===== src/rtl/piezo_rx_burst_detector.sv =====
// Piezo receive qualifier: synchronise and blank the comparator input, qualify
// bursts by edge count in a window, and queue the first-edge PTP timestamp.
module piezo_rx_burst_detector #(
    parameter int TS_WIDTH     = 32,
    parameter int MIN_EDGES    = 4,
    parameter int WINDOW       = 64,
    parameter int BLANK_CYCLES = 256,
    parameter int FIFO_DEPTH   = 4
) (
    input  logic                        iCLK,
    input  logic                        iRESETn,
    input  logic                        iPIEZO_IN,
    input  logic                        iTX_ENABLE,
    input  logic [TS_WIDTH-1:0]         iTIME,
    output logic [TS_WIDTH-1:0]         oTS_DATA,
    output logic                        oTS_VALID,
    input  logic                        iTS_READY,
    output logic [$clog2(FIFO_DEPTH):0] oLEVEL,
    output logic                        oOVERFLOW,
    input  logic                        iCLR_OVERFLOW,
    output logic                        oBUSY
);
    localparam int BW = $clog2(BLANK_CYCLES);
    localparam int WW = $clog2(WINDOW);
    localparam int EW = $clog2(MIN_EDGES + 1);
    localparam int AW = $clog2(FIFO_DEPTH);
    localparam logic [BW-1:0] BLANK_LAST = BW'(BLANK_CYCLES - 1);
    localparam logic [WW-1:0] WIN_LAST   = WW'(WINDOW - 1);
    localparam logic [EW-1:0] EDGES_REQ  = EW'(MIN_EDGES);
    localparam logic [AW:0]   FULL_LVL   = (AW + 1)'(FIFO_DEPTH);

    typedef enum logic [1:0] {
        S_BLANK,
        S_ARMED,
        S_QUALIFY,
        S_HOLDOFF
    } state_t;

    state_t r_state;
    state_t w_next;

    logic                r_s1, r_s2, r_s3;
    logic [BW-1:0]       r_blank_cnt;
    logic [WW-1:0]       r_win_cnt;
    logic [EW-1:0]       r_edge_cnt;
    logic [TS_WIDTH-1:0] r_ts_hold;
    logic [TS_WIDTH-1:0] r_mem [FIFO_DEPTH];
    logic [AW-1:0]       r_wptr, r_rptr;
    logic [AW:0]         r_count;
    logic                r_overflow;

    logic w_edge, w_hit, w_win_end, w_blank_end;
    logic w_push, w_pop, w_full, w_wr, w_drop;

    always_ff @(posedge iCLK) begin
        if (!iRESETn) begin
            r_s1 <= 1'b0;
            r_s2 <= 1'b0;
            r_s3 <= 1'b0;
        end else begin
            r_s1 <= iPIEZO_IN;
            r_s2 <= r_s1;
            r_s3 <= r_s2;
        end
    end

    assign w_edge      = r_s2 & ~r_s3;
    assign w_hit       = (r_edge_cnt + EW'(w_edge)) == EDGES_REQ;
    assign w_win_end   = r_win_cnt == WIN_LAST;
    assign w_blank_end = r_blank_cnt == BLANK_LAST;

    always_ff @(posedge iCLK) begin
        if (!iRESETn) r_state <= S_BLANK;
        else          r_state <= w_next;
    end

    // Transmit enable overrides every transition, including a qualifying edge.
    always_comb begin
        w_next = r_state;
        if (iTX_ENABLE) begin
            w_next = S_BLANK;
        end else begin
            unique case (r_state)
                S_BLANK:   if (w_blank_end) w_next = S_ARMED;
                S_ARMED:   if (w_edge) w_next = S_QUALIFY;
                S_QUALIFY: begin
                    if (w_hit)          w_next = S_HOLDOFF;
                    else if (w_win_end) w_next = S_ARMED;
                end
                S_HOLDOFF: if (w_win_end) w_next = S_ARMED;
                default:   w_next = S_BLANK;
            endcase
        end
    end

    always_comb begin
        w_push = (r_state == S_QUALIFY) && !iTX_ENABLE && w_hit;
        oBUSY  = (r_state == S_QUALIFY) || (r_state == S_HOLDOFF);
    end

    always_ff @(posedge iCLK) begin
        if (!iRESETn) begin
            r_blank_cnt <= '0;
            r_win_cnt   <= '0;
            r_edge_cnt  <= '0;
            r_ts_hold   <= '0;
        end else begin
            if (iTX_ENABLE || r_state != S_BLANK) r_blank_cnt <= '0;
            else                                  r_blank_cnt <= r_blank_cnt + 1'b1;
            if (r_state == S_ARMED && w_edge) begin
                r_ts_hold  <= iTIME;
                r_edge_cnt <= EW'(1);
                r_win_cnt  <= '0;
            end else if (r_state == S_QUALIFY) begin
                r_edge_cnt <= r_edge_cnt + EW'(w_edge);
                if (w_hit) r_win_cnt <= '0;
                else       r_win_cnt <= r_win_cnt + 1'b1;
            end else if (r_state == S_HOLDOFF) begin
                r_win_cnt <= r_win_cnt + 1'b1;
            end
        end
    end

    // A push into a full FIFO is only accepted when the head leaves this cycle.
    assign w_full = r_count == FULL_LVL;
    assign w_pop  = (r_count != '0) && iTS_READY;
    assign w_wr   = w_push && (!w_full || w_pop);
    assign w_drop = w_push && w_full && !w_pop;

    always_ff @(posedge iCLK) begin
        if (!iRESETn) begin
            r_wptr  <= '0;
            r_rptr  <= '0;
            r_count <= '0;
            for (int i = 0; i < FIFO_DEPTH; i++) r_mem[i] <= '0;
        end else begin
            if (w_wr) begin
                r_mem[r_wptr] <= r_ts_hold;
                r_wptr        <= r_wptr + 1'b1;
            end
            if (w_pop) r_rptr <= r_rptr + 1'b1;
            r_count <= r_count + (AW + 1)'(w_wr) - (AW + 1)'(w_pop);
        end
    end

    always_ff @(posedge iCLK) begin
        if (!iRESETn)          r_overflow <= 1'b0;
        else if (w_drop)       r_overflow <= 1'b1;
        else if (iCLR_OVERFLOW) r_overflow <= 1'b0;
    end

    assign oTS_DATA  = r_mem[r_rptr];
    assign oTS_VALID = r_count != '0;
    assign oLEVEL    = r_count;
    assign oOVERFLOW = r_overflow;

endmodule


===== config.mk =====
export PLATFORM = sky130hd
export DESIGN_NAME = piezo_rx_burst_detector
export DESIGN_NICKNAME = d
export VERILOG_FILES = /design/src/rtl/piezo_rx_burst_detector.sv
export SDC_FILE = /design/constraint.sdc
export NUM_CORES = 1
export LEC_CHECK = 0
export BUFFER_PORTS_ARGS = -buffer_cell sky130_fd_sc_hd__buf_2
export CORE_UTILIZATION = 50
export DETAILED_ROUTE_END_ITERATION = 10
export PLACE_DENSITY = 0.69
export SYNTH_ARGS = -nofsm -noshare
export SYNTH_HDL_FRONTEND = slang
export SYNTH_SLANG_ARGS = --single-unit

===== constraint.sdc =====
create_clock -name iCLK -period 7.8 [get_ports iCLK]
set_input_delay 1.56 -clock iCLK [delete_from_list [all_inputs] [get_ports iCLK]]
set_output_delay 1.56 -clock iCLK [all_outputs]
set_load 0.05 [all_outputs]

==> results.md, run 1 <==
* Vias in the first global route at 4581
* Via count at 4646
* DP HPWL at 8.91 mm
* R2r setup slk at 3.37 ns
* Final-report setup violation count at 0
* Required time of the worst setup path at 7.86 ns
* Post-Syn Area at 8110 sq um
* Top cells by area, synth: edfxtp_1 47%, dfxtp_1 16%, and2_1 11%
* Post-CTS Setup Bufs at 0
* Post-Synthesis Net Count at 647
* Yosys warns at 0
* Root Driver: clkbuf_16
* Post-Synthesis Cells at 602
* Clock skew at 0.0102 ns
* Vias/cell at 5.20
* Final wirelength at 15.6 mm
* CP Max Fanout at 53
* Total grt overflow at 0
* # diodes at 0
* Initial antenna violation count at 0
* Die area at 16700 sq um
* Cell Rows at 46
* Die Height at 129 microns
* FF-to-FF End: r_mem[0][30]
* Reg clk slew, reported paths at 0.07 ns
* Most frequent cell after synthesis: and2_1
* PortBufs at 75
* Gpl congestion at 0.711
* Initial drt markers at 362
* H-tree levels at 4
* Synth Area per Inst at 13.5 sq um
* CTS max path bufs at 2
* Crit. End Element: register
* Power, Total at 2.54 mW
* Most common flop cell mapped by yosys: edfxtp_1
* Die width at 129 microns
* Yosys top cell by area: edfxtp_1
* Clock Latency Late Sink at 0.44 ns
* Core Box Area at 15800 sq um
* Router iterations before antenna repair at 4
* Unrepaired setup endpoints after global routing: no
* Area growth from synthesis to layout at 14.1%
* #FFs+latches synth at 192
* Final net count at 710
* Total GRT Usage at 20.1%
* Largest net degree at the start of global routing at 54
* Slowest CP cell: nor3b_4
* Synth async-reset ratio at 0%
* LEAKAGE at 3.42 nW
* Fillers at 1272
* Outcome: finished, final reports clean
* Final Critical Period at 5.06 ns
* Register area share after synthesis at 63.2%
* Crit Path Class: input pin to register
* Routed length per placed instance at 17.4 microns
* CP arrival at 5.12 ns
* Drt drc at 0
* Worst Hold Endpoint: r_s2
* First-pass GRT wire length at 24.3 mm
* Sum Neg Setup Slack at 0 ns
* CP startpoint kind: input pin
* Cell breakdown of the critical path: buf_2 > nand2b_1 > nor4_4 > buf_4 > nor3b_4 > nand2b_2
* Max Cap Violations at 0
* Path depth of the worst reg2reg path at 9
* Synth cell count leaders: 140 x and2_1, 128 x edfxtp_1, 73 x nand2_1
* Worst hold path stage count at 1
* Tcrit/Tclk final at 64.9%
* Worst r2r src: r_s3
* TritonCTS Buffers at 17
* CTS tree: built
* Clk sinks at 192
* PostCTS Resize Cnt at 0
* Worst hold path type: register to register
* Initial Util at 51.2%
* Crit path largest cell delay at 1.00 ns
* PwrDens at 275 nW/um^2
* CTS Hold Bufs at 0
* Library cells used by synthesis at 41
* Post-synth EDFFs at 128
* Final hold vios at 0
* IR drop worst, VDD at 210 uV
* DRT antenna net count at 0
* Layout cell share with drive strength beyond 1 at 22.7%
* Fmax at 197 MHz
* Worst-Margin Slew at 1.28 ns
* Worst Hold Launch: r_s1
* Final Max Tran Viols at 0
* Slew headroom at 14.4%
* Number of I/O pins at 76
* Synth top area share at 47.4%
metal layers:
metal | global-route usage [%] | wire (microns)
met2 | 33.7 | 7690
met1 | 25.2 | 6740
met3 | 4.50 | 910
met4 | 8.30 | 233
met5 | 0 | 0
power by group:
| group | internal, mW | switching [mW] |
|---|---|---|
| combinational | 0.179 | 0.357 |
| clock | 0.476 | 0.381 |
| sequential | 1.12 | 0.0314 |
| total | 1.77 | 0.769 |
through the flow:
stage	cell area (sq um)	setup WS, ns	std cells	utilization, %	hold WS, ns
floorplan	8110	2.82	602	-	0.412
global placement	8670	2.24	862	54.8	0.427
detailed placement	8670	2.14	862	54.8	0.430
CTS	9250	2.60	894	58.5	0.450
global route	9250	2.34	894	58.5	0.462
finish	9250	2.74	894	58.5	0.444
kinds of logic after synthesis:
family | Yosys count | synth area share (%)
simple gates | 265 | 18.3
mux | 34 | 9.14
buf+inv | 41 | 2.25
fa+ha+maj | 7 | 1.17
flops | 192 | 63.2
xor+xnor | 16 | 1.73
compound gates | 47 | 4.17
worst max-delay path by stage:
stage	from	to	slack [ns]	cells after the start
finish	iRESETn	r_mem[0][30]	2.74	6
global route	iRESETn	r_mem[0][24]	2.34	6
CTS	iRESETn	r_mem[0][24]	2.60	6
detailed placement	iRESETn	r_mem[0][29]	2.14	6
global placement	iRESETn	r_mem[0][29]	2.24	6
floorplan	iTS_READY	r_mem[1][0]	2.82	4
critical path, delay by kind of cell:
family / cells / cell delay, ns
AND/OR/NAND/NOR: 4 / 2.47
buffers and inverters: 2 / 1.06
cells in the final DEF (no fill, tap or decap), types with 5 or more instances in the layout:
cell type and instances:
and2_1 140, edfxtp_1 128, buf_2 75, nand2_1 72, dfxtp_1 62, a21boi_0 33
mux4_2 32, clkbuf_16 19, nor2_1 15, xor2_1 10, inv_1 7, xnor2_1 6
nand3_1 6, a21oi_1 6, ha_1 6, nand2b_1 5
final cells by class:
cell class / count / area, sq um / share of cell area [%]
Sequential cell: 192 / 5130 / 55.4
Timing Repair Buffer: 79 / 405 / 4.38
Tap cell: 216 / 270 / 2.92
Inverter: 6 / 22.5 / 0.243
Multi-Input combinational cell: 369 / 2840 / 30.7
Clock inverter: 9 / 66.3 / 0.717
Clock buffer: 23 / 520 / 5.63
registers in the layout, indices dropped and copies added (netlist names), named ones only:
signal       cells
oLEVEL           3
oOVERFLOW        1
r_blank_cnt      8
r_edge_cnt       3
r_mem          128
r_rptr           2
r_s1             1
r_s2             1
r_s3             1
r_state          2
r_ts_hold       32
r_win_cnt        6
r_wptr           2
Power figures use the tool's default switching activity.
==> run 2: changes to the inputs <==
Settings changed: PLACE_DENSITY 0.69 to 0.72.
Clock period 7.8 ns to 4.2 ns, I/O delays scaled along.
==> run 2 against run 1 <==
- combinational power up 83%
- first-iteration DRC count is 8.6% higher
- sequential share of layout area is 0.44 points lower
- largest power group unchanged
- count of clock-buffer cells in the layout shrank 4
- critical path type is now register to register
- die area unchanged
- via count is 2.7% higher
==> results.md, run 2 (synthesis gave the netlist of run 1 again) <==
* Final-report setup violation count at 0
* CTS max path bufs at 2
* Outcome: finished, final reports clean
* Initial drt markers at 393
* Number of I/O pins at 76
* PortBufs at 75
* Total grt overflow at 0
* R2r setup slk at 0.73 ns
* Vias in the first global route at 4839
* Initial Util at 51.2%
* Gpl congestion at 0.776
* Layout cell share with drive strength beyond 1 at 23.5%
* Routed length per placed instance at 17.8 microns
* FF-to-FF End: oLEVEL[2]
* Area growth from synthesis to layout at 15.0%
* PostCTS Resize Cnt at 0
* Max FFs per register at 128
* Clk sinks at 192
* H-tree levels at 4
* TritonCTS Buffers at 17
* Worst Setup SP: r_s3
* Cell breakdown of the critical path: nand2b_1 > inv_1 > ha_1 > ha_1 > or4b_4 > nor4_1 > buf_4 > inv_1 > ha_1 > inv_1 > ha_1 > fa_1 > xnor2_1 > xnor2_1 > and2_1
* Largest net degree at the start of global routing at 53
* Worst Hold Endpoint: r_s2
* Path depth of the worst reg2reg path at 15
* Psw at 1.39 mW
* Worst-Margin Slew at 0.896 ns
* DRT antenna net count at 0
* Final Max Tran Viols at 0
* Core Box Area at 15800 sq um
* Worst hold path type: register to register
* CP startpoint kind: register
* CP arrival at 3.78 ns
* Final net count at 720
* Finished layout cell area at 9330 sq um
* Post-CTS Setup Bufs at 0
* Register area at 5130 sq um
* Worst hold path stage count at 1
* Sequential share of power at 45.8%
* CP Max Fanout at 4
* CP bufs+invs at 4
* Largest regs: r_mem x128, r_ts_hold x32, r_blank_cnt x8
* Crit path largest cell delay at 0.57 ns
* Reg clk slew, reported paths at 0.06 ns
* Place WS at 0.742 ns
* IR drop worst, VDD at 326 uV
* Final wirelength at 16.1 mm
* Comb power frac at 20.7%
* Die area at 16700 sq um
* Initial antenna violation count at 0
* Clock power frac at 33.5%
* Int Power at 3.35 mW
* PwrDens at 508 nW/um^2
* Tcrit/Tclk final at 82.5%
* Sum Neg Setup Slack at 0 ns
* CTS Hold Bufs at 0
* Clock skew at 0.00494 ns
* Fmax at 289 MHz
* Top cell by count, worst path: ha_1
* Required time of the worst setup path at 4.52 ns
* Worst r2r src: r_s3
* # diodes at 0
* Final hold vios at 0
* Clock Latency Late Sink at 0.42 ns
* Crit Path Class: register to register
* Cell family with most CP delay: adder cells
* Die Height at 129 microns
* Setup slack after layout at 0.734 ns
* Area of the multi-input gates at 2840 sq um
* Drt drc at 0
* Cell Rows at 46
* First-pass GRT wire length at 25.6 mm
* DP HPWL at 9.82 mm
* Worst Hold Launch: r_s1
* Unrepaired setup endpoints after global routing: no
* LEAKAGE at 3.45 nW
* Fillers at 1286
* Sw Ratio at 29.4%
* Router iterations before antenna repair at 4
* Final Critical Period at 3.47 ns
* Total GRT Usage at 21.0%
* Die width at 129 microns
* Crit. End Element: register
* Vias/cell at 5.28
* CTS tree: built
* Slew headroom at 40.2%
* Placed Area at 8750 sq um
* Root Driver: clkbuf_16
* Via count at 4773
* Slowest CP cell: or4b_4
* Most frequent cells in the layout: 140 x and2_1, 128 x edfxtp_1, 75 x buf_2
* Max Cap Violations at 0
* Reg with most FFs: r_mem
* Most common cell after layout, fill and taps aside: and2_1
-- run 2: changes by cell type in the layout (fill, tap and decap cells not counted), sizes merged --
cell | previous run | this run
clkbuf | 23 | 19
bufinv | 0 | 3
clkinv | 1 | 7
buf | 79 | 89
inv | 14 | 6
clkinvlp | 0 | 3
-- run 2: power by group through the flow --
stage / Sequential [mW] / Combinational (mW) / Clock [mW]
4_1_cts: 2.18 / 0.991 / 1.61
3_3_place_gp: 2.22 / 0.976 / 0
2_1_floorplan: 2.19 / 0.780 / 0
3_5_place_dp: 2.22 / 0.990 / 0
5_1_grt: 2.19 / 1.03 / 1.68
6_report: 2.17 / 0.979 / 1.59
-- run 2: layout make-up --
class	instances	area share, %
Timing Repair Buffer	89	5.29
Multi-Input combinational cell	369	30.4
Inverter	6	0.241
Clock inverter	13	1.56
Sequential cell	192	55.0
Tap cell	216	2.90
Clock buffer	19	4.64
-- run 2: how the worst max path moves through the flow --
stage,slack (ns),endpoint,cells after the start
after detailed placement,0.74,oLEVEL[2],15
final,0.73,oLEVEL[2],15
after floorplan,0.21,r_mem[1][0],8
after global routing,0.60,oLEVEL[2],15
after global placement,0.85,oLEVEL[2],15
after CTS,0.72,oLEVEL[2],15
-- run 2: through the flow --
stage / cells / hold slack, ns / utilization [%] / total power [mW]
finish: 904 / 0.444 / 58.9 / 4.74
floorplan: 602 / 0.412 / - / 2.97
CTS: 904 / 0.454 / 58.9 / 4.78
global route: 904 / 0.455 / 58.9 / 4.90
global placement: 872 / 0.427 / 55.3 / 3.19
detailed placement: 872 / 0.433 / 55.3 / 3.21
-- run 2: metal layers --
| layer | up-vias | share of wire (%) | global-route usage, % |
|---|---|---|---|
| met5 | - | 0 | 0 |
| met4 | 0 | 1.5 | 7.75 |
| met3 | 15 | 4.2 | 3.88 |
| met2 | 123 | 51 | 35.6 |
| met1 | 2375 | 43 | 26.9 |
| li1 | 2260 | - | - |
==> run 3: changes to the inputs <==
Settings changed: PLACE_DENSITY 0.72 to 0.69.
Clock period 4.2 ns to 3.6 ns, I/O delays scaled along.
==> run 3 against run 2 <==
- wire length is 2.3% lower
- sequential cell count did not move
- clock power increased by 9%
- total power up 14%
- non-clock buffer count increased by 3
==> results.md, run 3 (synthesis gave the netlist of run 1 again) <==
* Final net count at 723
* LEAKAGE at 3.46 nW
* Inst Count DP at 875
* Max Cap Violations at 0
* Sum Neg Setup Slack at 0 ns
* IR drop worst, VDD at 492 uV
* Setup slack after layout at 0.170 ns
* Drt drc at 0
* Clock power frac at 32.1%
* Top cell by count, worst path: ha_1
* Final Critical Period at 3.43 ns
* Cell Rows at 46
* Initial Util at 51.2%
* Crit. End Element: register
* Reg with most FFs: r_mem
* Number of I/O pins at 76
* Gr busiest metal: met2
* CP arrival at 3.76 ns
* Final wirelength at 15.8 mm
* Sw Ratio at 30.5%
* Comb power frac at 21.2%
* Layout cell share with drive strength beyond 1 at 24.5%
* Initial drt markers at 247
* PortBufs at 75
* Crit Path Class: register to register
* Psw at 1.65 mW
* Worst-Margin Slew at 0.945 ns
* Reg clk slew, reported paths at 0.07 ns
* Vias in the first global route at 4930
* Total GRT Usage at 20.8%
* Met1 Use GR at 24.6%
* Slowest CP cell: or4b_4
* Sequential share of power at 46.7%
* PwrDens at 581 nW/um^2
* H-tree levels at 4
* Required time of the worst setup path at 3.93 ns
* Total grt overflow at 0
* Initial antenna violation count at 0
* Final Max Tran Viols at 0
* Largest net degree at the start of global routing at 53
* Die area at 16700 sq um
* Final-report setup violation count at 0
* CP startpoint kind: register
* Slew headroom at 36.8%
* DRT antenna net count at 0
* Largest regs: r_mem x128, r_ts_hold x32, r_blank_cnt x8
* Root Driver: clkbuf_16
* Final hold vios at 0
* CTS tree: built
* Worst hold path type: register to register
* CTS max path bufs at 2
* Router iterations before antenna repair at 4
* CTS Hold Bufs at 0
* Tcrit/Tclk final at 95.3%
* Outcome: finished, final reports clean
* Clock Latency Late Sink at 0.43 ns
* Vias/cell at 5.22
* Met2 Usage GRT at 37.1%
* Most common cell after layout, fill and taps aside: and2_1
* Crit path largest cell delay at 0.58 ns
* Cell Count, Final, Fillers Out at 907
* Area growth from synthesis to layout at 15.3%
* First-pass GRT wire length at 25.4 mm
* Core Box Area at 15800 sq um
* Gpl congestion at 0.729
* Die width at 129 microns
* Max FFs per register at 128
* # diodes at 0
* TritonCTS Buffers at 17
* Clock skew at 0.0157 ns
* Fmax at 292 MHz
* Most frequent cells in the layout: 140 x and2_1, 128 x edfxtp_1, 75 x buf_2
* CP Max Fanout at 3
* Post-CTS Setup Bufs at 0
* Int Power at 3.78 mW
* Routed length per placed instance at 17.4 microns
* Cell breakdown of the critical path: nand2b_1 > inv_1 > ha_1 > ha_1 > or4b_4 > nor4_2 > inv_1 > ha_1 > inv_1 > ha_1 > fa_1 > xnor2_1 > xnor2_1 > and2_1
* Via count at 4735
* DP HPWL at 9.49 mm
* Die Height at 129 microns
* GRT met3 Usage at 4.17%
* Clk sinks at 192
* Place WS at 0.151 ns
## run 3: cell count changes in the layout (fill, tap and decap cells not counted), moves of 2 or more
cell       delta
buf_4         +2
bufinv_16     -3
clkbuf_1      -2
clkinv_4      +2
inv_6         +2
## run 3: cell type report
class	instances	area, sq um
Clock buffer	19	464
Clock inverter	13	86.3
Fill cell	1269	6480
Inverter	6	22.5
Multi-Input combinational cell	369	2850
Sequential cell	192	5130
Tap cell	216	270
Timing Repair Buffer	92	528
## run 3: stage by stage
step | utilization, % | hold WS (ns) | total power, mW | cell area (sq um)
2_1_floorplan | - | 0.412 | 3.46 | 8110
3_3_place_gp | 55.5 | 0.441 | 3.74 | 8790
3_5_place_dp | 55.5 | 0.441 | 3.76 | 8790
4_1_cts | 59.0 | 0.458 | 5.48 | 9340
5_1_grt | 59.0 | 0.472 | 5.62 | 9350
6_report | 59.0 | 0.459 | 5.43 | 9350
## run 3: critical path, delay by kind of cell (launching register included)
kind,cells,cell delay (ns)
xor gates and xnor gates,2,0.28
DFF,1,0.33
and+or+nand+nor,4,1.14
adders and majority gates,5,1.32
buffers and inverters,3,0.24
## run 3: routing by layer
layer  part of all wire (%)  routed length, microns
met3                    3.9                     611
met4                    1.4                     225
met2                     52                    8150
met5                      0                       0
met1                     43                    6760
## run 3: power groups by stage
stage,clock [mW],sequential [mW],combinational (mW)
6_report,1.74,2.54,1.15
4_1_cts,1.77,2.54,1.17
3_3_place_gp,0,2.58,1.16
2_1_floorplan,0,2.55,0.911
3_5_place_dp,0,2.59,1.17
5_1_grt,1.85,2.55,1.22
## run 3: final timing paths
path / startpoint / endpoint / slack (ns) / cells after the start
worst min-delay path: r_s1 / r_s2 / 0.46 / 1
worst min register to register: r_s1 / r_s2 / 0.46 / 1
worst max-delay path: r_s3 / oLEVEL[2] / 0.17 / 14
worst max register to register: r_s3 / oLEVEL[2] / 0.17 / 14
## run 3: timing repair
item | CTS | global route
gates resized for setup | 0 | 1
endpoints found under the setup margin | 0 | 1
hold endpoints to repair | 0 | 0
